**src/rtl/alu_operand_collector.sv**
```systemverilog
// alu_operand_collector: gathers OPA/OPB/Cin/mode/CMD from the driver-facing
// pins, possibly across several cycles, and hands one registered operation to
// the ALU execute stage over a valid/ready handshake. If the second operand
// does not arrive within TIMEOUT enabled cycles, the operation is issued with
// op_err set and the missing operand reads as zero.
module alu_operand_collector #(
  parameter int unsigned W       = 8,
  parameter int unsigned N       = 4,
  parameter int unsigned TIMEOUT = 16
) (
  input  logic         clk,
  input  logic         RST,
  input  logic         CE,
  input  logic [W-1:0] OPA,
  input  logic [W-1:0] OPB,
  input  logic         Cin,
  input  logic         mode,
  input  logic [N-1:0] CMD,
  input  logic [1:0]   inp_valid,
  input  logic         op_ready,
  output logic         op_valid,
  output logic [W-1:0] op_a,
  output logic [W-1:0] op_b,
  output logic         op_cin,
  output logic         op_mode,
  output logic [N-1:0] op_cmd,
  output logic         op_err,
  output logic         busy
);

  localparam int unsigned CNT_W = $clog2(TIMEOUT + 1);

  localparam logic [1:0] S_IDLE   = 2'd0;
  localparam logic [1:0] S_WAIT_A = 2'd1;
  localparam logic [1:0] S_WAIT_B = 2'd2;
  localparam logic [1:0] S_ISSUE  = 2'd3;

  // Counter value at which the next empty wait cycle is the final allowed one.
  localparam logic [CNT_W-1:0] CNT_LAST = CNT_W'(TIMEOUT - 1);
  localparam logic [CNT_W-1:0] CNT_MAX  = CNT_W'(TIMEOUT);

  // Commands that consume only operand A.
  function automatic logic a_only(input logic m, input logic [N-1:0] c);
    if (m) a_only = (c == N'(4)) || (c == N'(5));
    else   a_only = (c == N'(6)) || (c == N'(8)) || (c == N'(9));
  endfunction

  // Commands that consume only operand B.
  function automatic logic b_only(input logic m, input logic [N-1:0] c);
    if (m) b_only = (c == N'(6)) || (c == N'(7));
    else   b_only = (c == N'(7)) || (c == N'(10)) || (c == N'(11));
  endfunction

  logic [1:0]       state_q, state_d;
  logic [CNT_W-1:0] cnt_q, cnt_d;

  logic         valid_d;
  logic         err_d;
  logic [W-1:0] a_d;
  logic [W-1:0] b_d;
  logic         cin_d;
  logic         mode_d;
  logic [N-1:0] cmd_d;
  logic         busy_d;

  logic         take;
  logic         need_a;
  logic         need_b;

  // Operand need of the operation being sampled right now.
  always_comb begin
    need_a = ~b_only(mode, CMD);
    need_b = ~a_only(mode, CMD);
  end

  // State and counter register; CE=0 freezes everything.
  always_ff @(posedge clk or negedge RST) begin
    if (!RST) begin
      state_q <= S_IDLE;
      cnt_q   <= '0;
    end else if (CE) begin
      state_q <= state_d;
      cnt_q   <= cnt_d;
    end
  end

  // Next state, counter and operation register contents.
  always_comb begin
    state_d = state_q;
    cnt_d   = cnt_q;
    valid_d = op_valid;
    err_d   = op_err;
    a_d     = op_a;
    b_d     = op_b;
    cin_d   = op_cin;
    mode_d  = op_mode;
    cmd_d   = op_cmd;
    take    = 1'b0;

    case (state_q)
      S_IDLE: begin
        take = 1'b1;
      end

      S_WAIT_A: begin
        if (inp_valid[0]) begin
          a_d     = OPA;
          valid_d = 1'b1;
          err_d   = 1'b0;
          state_d = S_ISSUE;
        end else if (cnt_q == CNT_LAST) begin
          cnt_d   = CNT_MAX;
          valid_d = 1'b1;
          err_d   = 1'b1;
          state_d = S_ISSUE;
        end else if (cnt_q < CNT_MAX) begin
          cnt_d = cnt_q + CNT_W'(1);
        end
      end

      S_WAIT_B: begin
        if (inp_valid[1]) begin
          b_d     = OPB;
          valid_d = 1'b1;
          err_d   = 1'b0;
          state_d = S_ISSUE;
        end else if (cnt_q == CNT_LAST) begin
          cnt_d   = CNT_MAX;
          valid_d = 1'b1;
          err_d   = 1'b1;
          state_d = S_ISSUE;
        end else if (cnt_q < CNT_MAX) begin
          cnt_d = cnt_q + CNT_W'(1);
        end
      end

      S_ISSUE: begin
        // Inputs are only looked at in the handshake cycle.
        take = op_ready;
      end

      default: begin
        state_d = S_IDLE;
      end
    endcase

    // Sample a fresh operation (idle, or the cycle the previous one is taken).
    if (take) begin
      valid_d = 1'b0;
      err_d   = 1'b0;
      state_d = S_IDLE;
      if (inp_valid != 2'b00) begin
        mode_d = mode;
        cmd_d  = CMD;
        cin_d  = Cin;
        a_d    = inp_valid[0] ? OPA : '0;
        b_d    = inp_valid[1] ? OPB : '0;
        if (need_a && !inp_valid[0]) begin
          state_d = S_WAIT_A;
          cnt_d   = '0;
        end else if (need_b && !inp_valid[1]) begin
          state_d = S_WAIT_B;
          cnt_d   = '0;
        end else begin
          state_d = S_ISSUE;
          valid_d = 1'b1;
        end
      end
    end

    busy_d = (state_d != S_IDLE);
  end

  // Registered operation presented to the execute stage.
  always_ff @(posedge clk or negedge RST) begin
    if (!RST) begin
      op_valid <= 1'b0;
      op_err   <= 1'b0;
      op_a     <= '0;
      op_b     <= '0;
      op_cin   <= 1'b0;
      op_mode  <= 1'b0;
      op_cmd   <= '0;
      busy     <= 1'b0;
    end else if (CE) begin
      op_valid <= valid_d;
      op_err   <= err_d;
      op_a     <= a_d;
      op_b     <= b_d;
      op_cin   <= cin_d;
      op_mode  <= mode_d;
      op_cmd   <= cmd_d;
      busy     <= busy_d;
    end
  end

endmodule

```
**config.mk**
```make
export PLATFORM = sky130hd
export DESIGN_NAME = alu_operand_collector
export DESIGN_NICKNAME = d
export VERILOG_FILES = /design/src/rtl/alu_operand_collector.sv
export SDC_FILE = /design/constraint.sdc
export NUM_CORES = 1
export LEC_CHECK = 0
export ABC_AREA = 1
export ABC_CLOCK_PERIOD_IN_PS = 3150
export CORE_MARGIN = 2
export CORE_UTILIZATION = 50
export DETAILED_ROUTE_END_ITERATION = 10
export HOLD_SLACK_MARGIN = 0.06
export PLACE_DENSITY = 0.87
export SYNTH_ARGS = -nofsm -noshare
export SYNTH_HDL_FRONTEND = slang
export SYNTH_SLANG_ARGS = --single-unit
```
**constraint.sdc**
```tcl
create_clock -name clk -period 3.15 [get_ports clk]
set_clock_uncertainty 0.15 [all_clocks]
set_input_delay 0.945 -clock clk [delete_from_list [all_inputs] [get_ports clk]]
set_output_delay 0.945 -clock clk [all_outputs]
set_load 0.01 [all_outputs]
```
==> results_dict.tcl <==
set metrics [dict create \
    finalWirelength_um 4070 \
    ant_nets 0 \
    gr-usage-met1 0.2814 \
    die_h_um 63.72 \
    max_slew.worst_pin.slew_ps 434.3 \
    initial_core_util 0.5260 \
    grt_max_degree 33 \
    synth.net_count 257 \
    drv_slew 0 \
    critPathArrivalTime_ps 1280 \
    synthesis.area_um2 1783 \
    cpPeakStageDelay_ps 560 \
    antenna_found_initial 0 \
    cts_root_buffer "clkbuf_4" \
    vdd_ir_drop_max_uv 394.1 \
    use_met2 0.3539 \
    cp-start-kind "register" \
    place_hpwl_um 3167 \
    finalHoldViolations 0 \
    nets 314 \
    cts.repair.resized 0 \
    timing.slew.headroom 0.7096 \
    yosysWarnings 0 \
    yosysUniqueCellTypes 29 \
    worstSetupPathType "reg2out" \
    wl_per_cell_um 12.41 \
    grt_pass1_vias 1506 \
    crit_slowest_cell "clkdlybuf4s50_1" \
    rsz0062_at_grt "no" \
    drv_cap 0 \
    period_share 0.7534 \
    core.rowCount 21 \
    cts_tree "built" \
    die_w_um 63.72 \
    leakagePower_nw 1.172 \
    ctsHoldBuffers 0 \
    yosys_register_bits 32 \
    use_met3 0.03929 \
    drt_iter0_drc 156 \
    fmax_ghz 0.4214 \
    fillers 264 \
    endpoint_kind "output pin" \
    finish.utilization 0.7165 \
    p_total_mw 2.093 \
    route.detailed.drc 0 \
    cts.clk_slew.worst_paths_ps 100 \
    setup_viol 0 \
    worstSkewPairLatency_ps 340 \
    grt.busiest_layer "met2" \
    grt_pass1_wl_um 6803 \
    cts_max_level 2 \
    n_antenna_cell 0 \
    post_cts_buffers 0 \
    dr.pass1.iters 4 \
    groute.usage.overall 0.2174 \
    pin_count 53 \
    layout-drive-gt1-share 0.1241 \
    crit_chain "clkdlybuf4s50_1" \
    route.vias.total 1664 \
    min_path_type "reg2reg" \
    die-area_um2 4060 \
    ys_seq_area_frac 0.4491 \
    crit_required_ps 2050 \
    place.gp.congestion 0.9532 \
    core-area_um2 3390 \
    synthCells 224 \
    critical_path_buf_inv_count 1 \
    crit_family "buffers and inverters" \
    crit_path_max_fanout 2 \
    power.density_nw_per_um2 862.0 \
    synthToLayoutAreaGrowth_pct 36.21 \
    synth_area_per_cell_um2 7.960 \
    finalCriticalPeriod_ps 2373 \
    fin_tns_setup_ps 0 \
    clkSinkCount 32 \
    grt-ovfl-total 0 \
    status "finished clean" \
    numPortBuffers 52 \
    numCtsBuffers 5 \
    hold_ws_ps 336.9 \
    clockBufferDepth 2 \
    avgViaCountPerCell 5.073 \
]
-- final cells by class --
cell class | count | area [µm²] | share of cell area
clock buffer | 6 | 41.29 | 0.01700
sequential | 32 | 800.8 | 0.3297
multi-input combinational | 147 | 803.3 | 0.3308
tap | 46 | 57.56 | 0.02370
timing repair buffer | 54 | 535.5 | 0.2205
clock inverter | 2 | 35.03 | 0.01443
inverter | 41 | 155.1 | 0.06388
-- synth_stat cells --
library cell | count | area, µm²
buf_6 | 1 | 11.26
inv_2 | 7 | 26.28
a21o_1 | 1 | 7.510
a41oi_1 | 1 | 8.760
nand4_1 | 1 | 6.260
nand3_1 | 28 | 140.1
nand3_2 | 3 | 30.03
nor3_1 | 1 | 5.000
clkinv_2 | 1 | 5.000
o21a_1 | 1 | 7.510
a22oi_1 | 1 | 7.510
a21boi_0 | 1 | 7.510
nand2_4 | 2 | 22.52
o21ai_0 | 9 | 45.04
nand2_2 | 1 | 6.260
clkbuf_1 | 2 | 7.510
o21ai_1 | 15 | 75.07
nand2_1 | 48 | 180.2
a21oi_1 | 6 | 30.03
nor2_2 | 1 | 6.260
o31ai_1 | 2 | 15.01
nor2_4 | 1 | 11.26
buf_2 | 1 | 5.000
o21ai_2 | 9 | 78.83
nor2_1 | 9 | 33.78
dfrtp_1 | 32 | 800.8
a21oi_4 | 1 | 16.27
inv_1 | 33 | 123.9
ha_1 | 5 | 62.56
-- per-layer routing --
metal	vias to the layer above	wire length [µm]
met5	-	0
met4	0	81
met3	10	160
met2	44	2008
met1	767	1819
li1	843	-
-- power breakdown --
group          internal, mW  leakage, nW  switching [mW]
clock network         0.166       0.0422           0.141
registers             0.579        0.409           0.104
logic                 0.496        0.721           0.607
-- sequential cells by signal, summed over array words and instances, names as in the netlist, 2 cells and up --
register	cells
op_b	8
cnt_q	5
op_cmd	4
op_a	8
state_q	2
-- cell usage in the layout, fill, tap and decap left out --
cell             count
clkdlybuf4s50_1     52
nand2_1             48
inv_1               33
dfrtp_1             32
nand3_1             28
o21ai_1             15
o21ai_2              9
o21ai_0              9
nor2_1               9
inv_2                7
a21oi_1              6
ha_1                 5
clkbuf_4             5
nand3_2              3
nand2_4              2
clkinv_2             2
o31ai_1              2
buf_4                2
a21oi_4              1
nor2_2               1
nor2_4               1
a22oi_1              1
nand4_1              1
nand2_2              1
a21o_1               1
nor3_1               1
o21a_1               1
a21boi_0             1
a41oi_1              1
bufinv_16            1
clkbuf_1             1
-- cells by family (layout without fill, tap and decap cells) --
kind of cell	after synthesis	in the layout	share of synthesized area
and+or+nand+nor	95	95	0.2477
buffers and inverters	45	103	0.1003
adders and majority gates	5	5	0.03509
DFF	32	32	0.4491
AOI/OAI and AO/OA	47	47	0.1677
-- per-stage QoR --
step           worst slack, ps  area [µm²]  cells
2_1_floorplan             1261        1783    224
3_3_place_gp             533.9        2352    320
3_5_place_dp             507.9        2352    320
4_1_cts                  782.9        2429    328
5_1_grt                  747.0        2429    328
6_report                 776.7        2429    328
-- final timing paths --
| check | from | end | slack, ps | cells past startpoint |
|---|---|---|---|---|
| min reg2reg | op_mode$_DFFE_PN0P_ | op_mode$_DFFE_PN0P_ | 340 | 2 |
| max in group asynchronous | RST | op_mode$_DFFE_PN0P_ | 1700 | 2 |
| min | op_mode$_DFFE_PN0P_ | op_mode$_DFFE_PN0P_ | 340 | 2 |
| max | op_a[6]$_DFFE_PN0P_ | op_a[6] | 780 | 1 |
| max reg2reg | state_q[0]$_DFFE_PN0P_ | op_a[0]$_DFFE_PN0P_ | 1120 | 8 |
| min in group asynchronous | RST | state_q[1]$_DFFE_PN0P_ | 850 | 2 |
-- tightest hold or removal path, stage by stage, from the launching register on --
cell and delay, ps:
dfrtp_1 350, nand2_1 60, o21ai_2 50
Note: power is estimated with default switching activity, not from simulation.
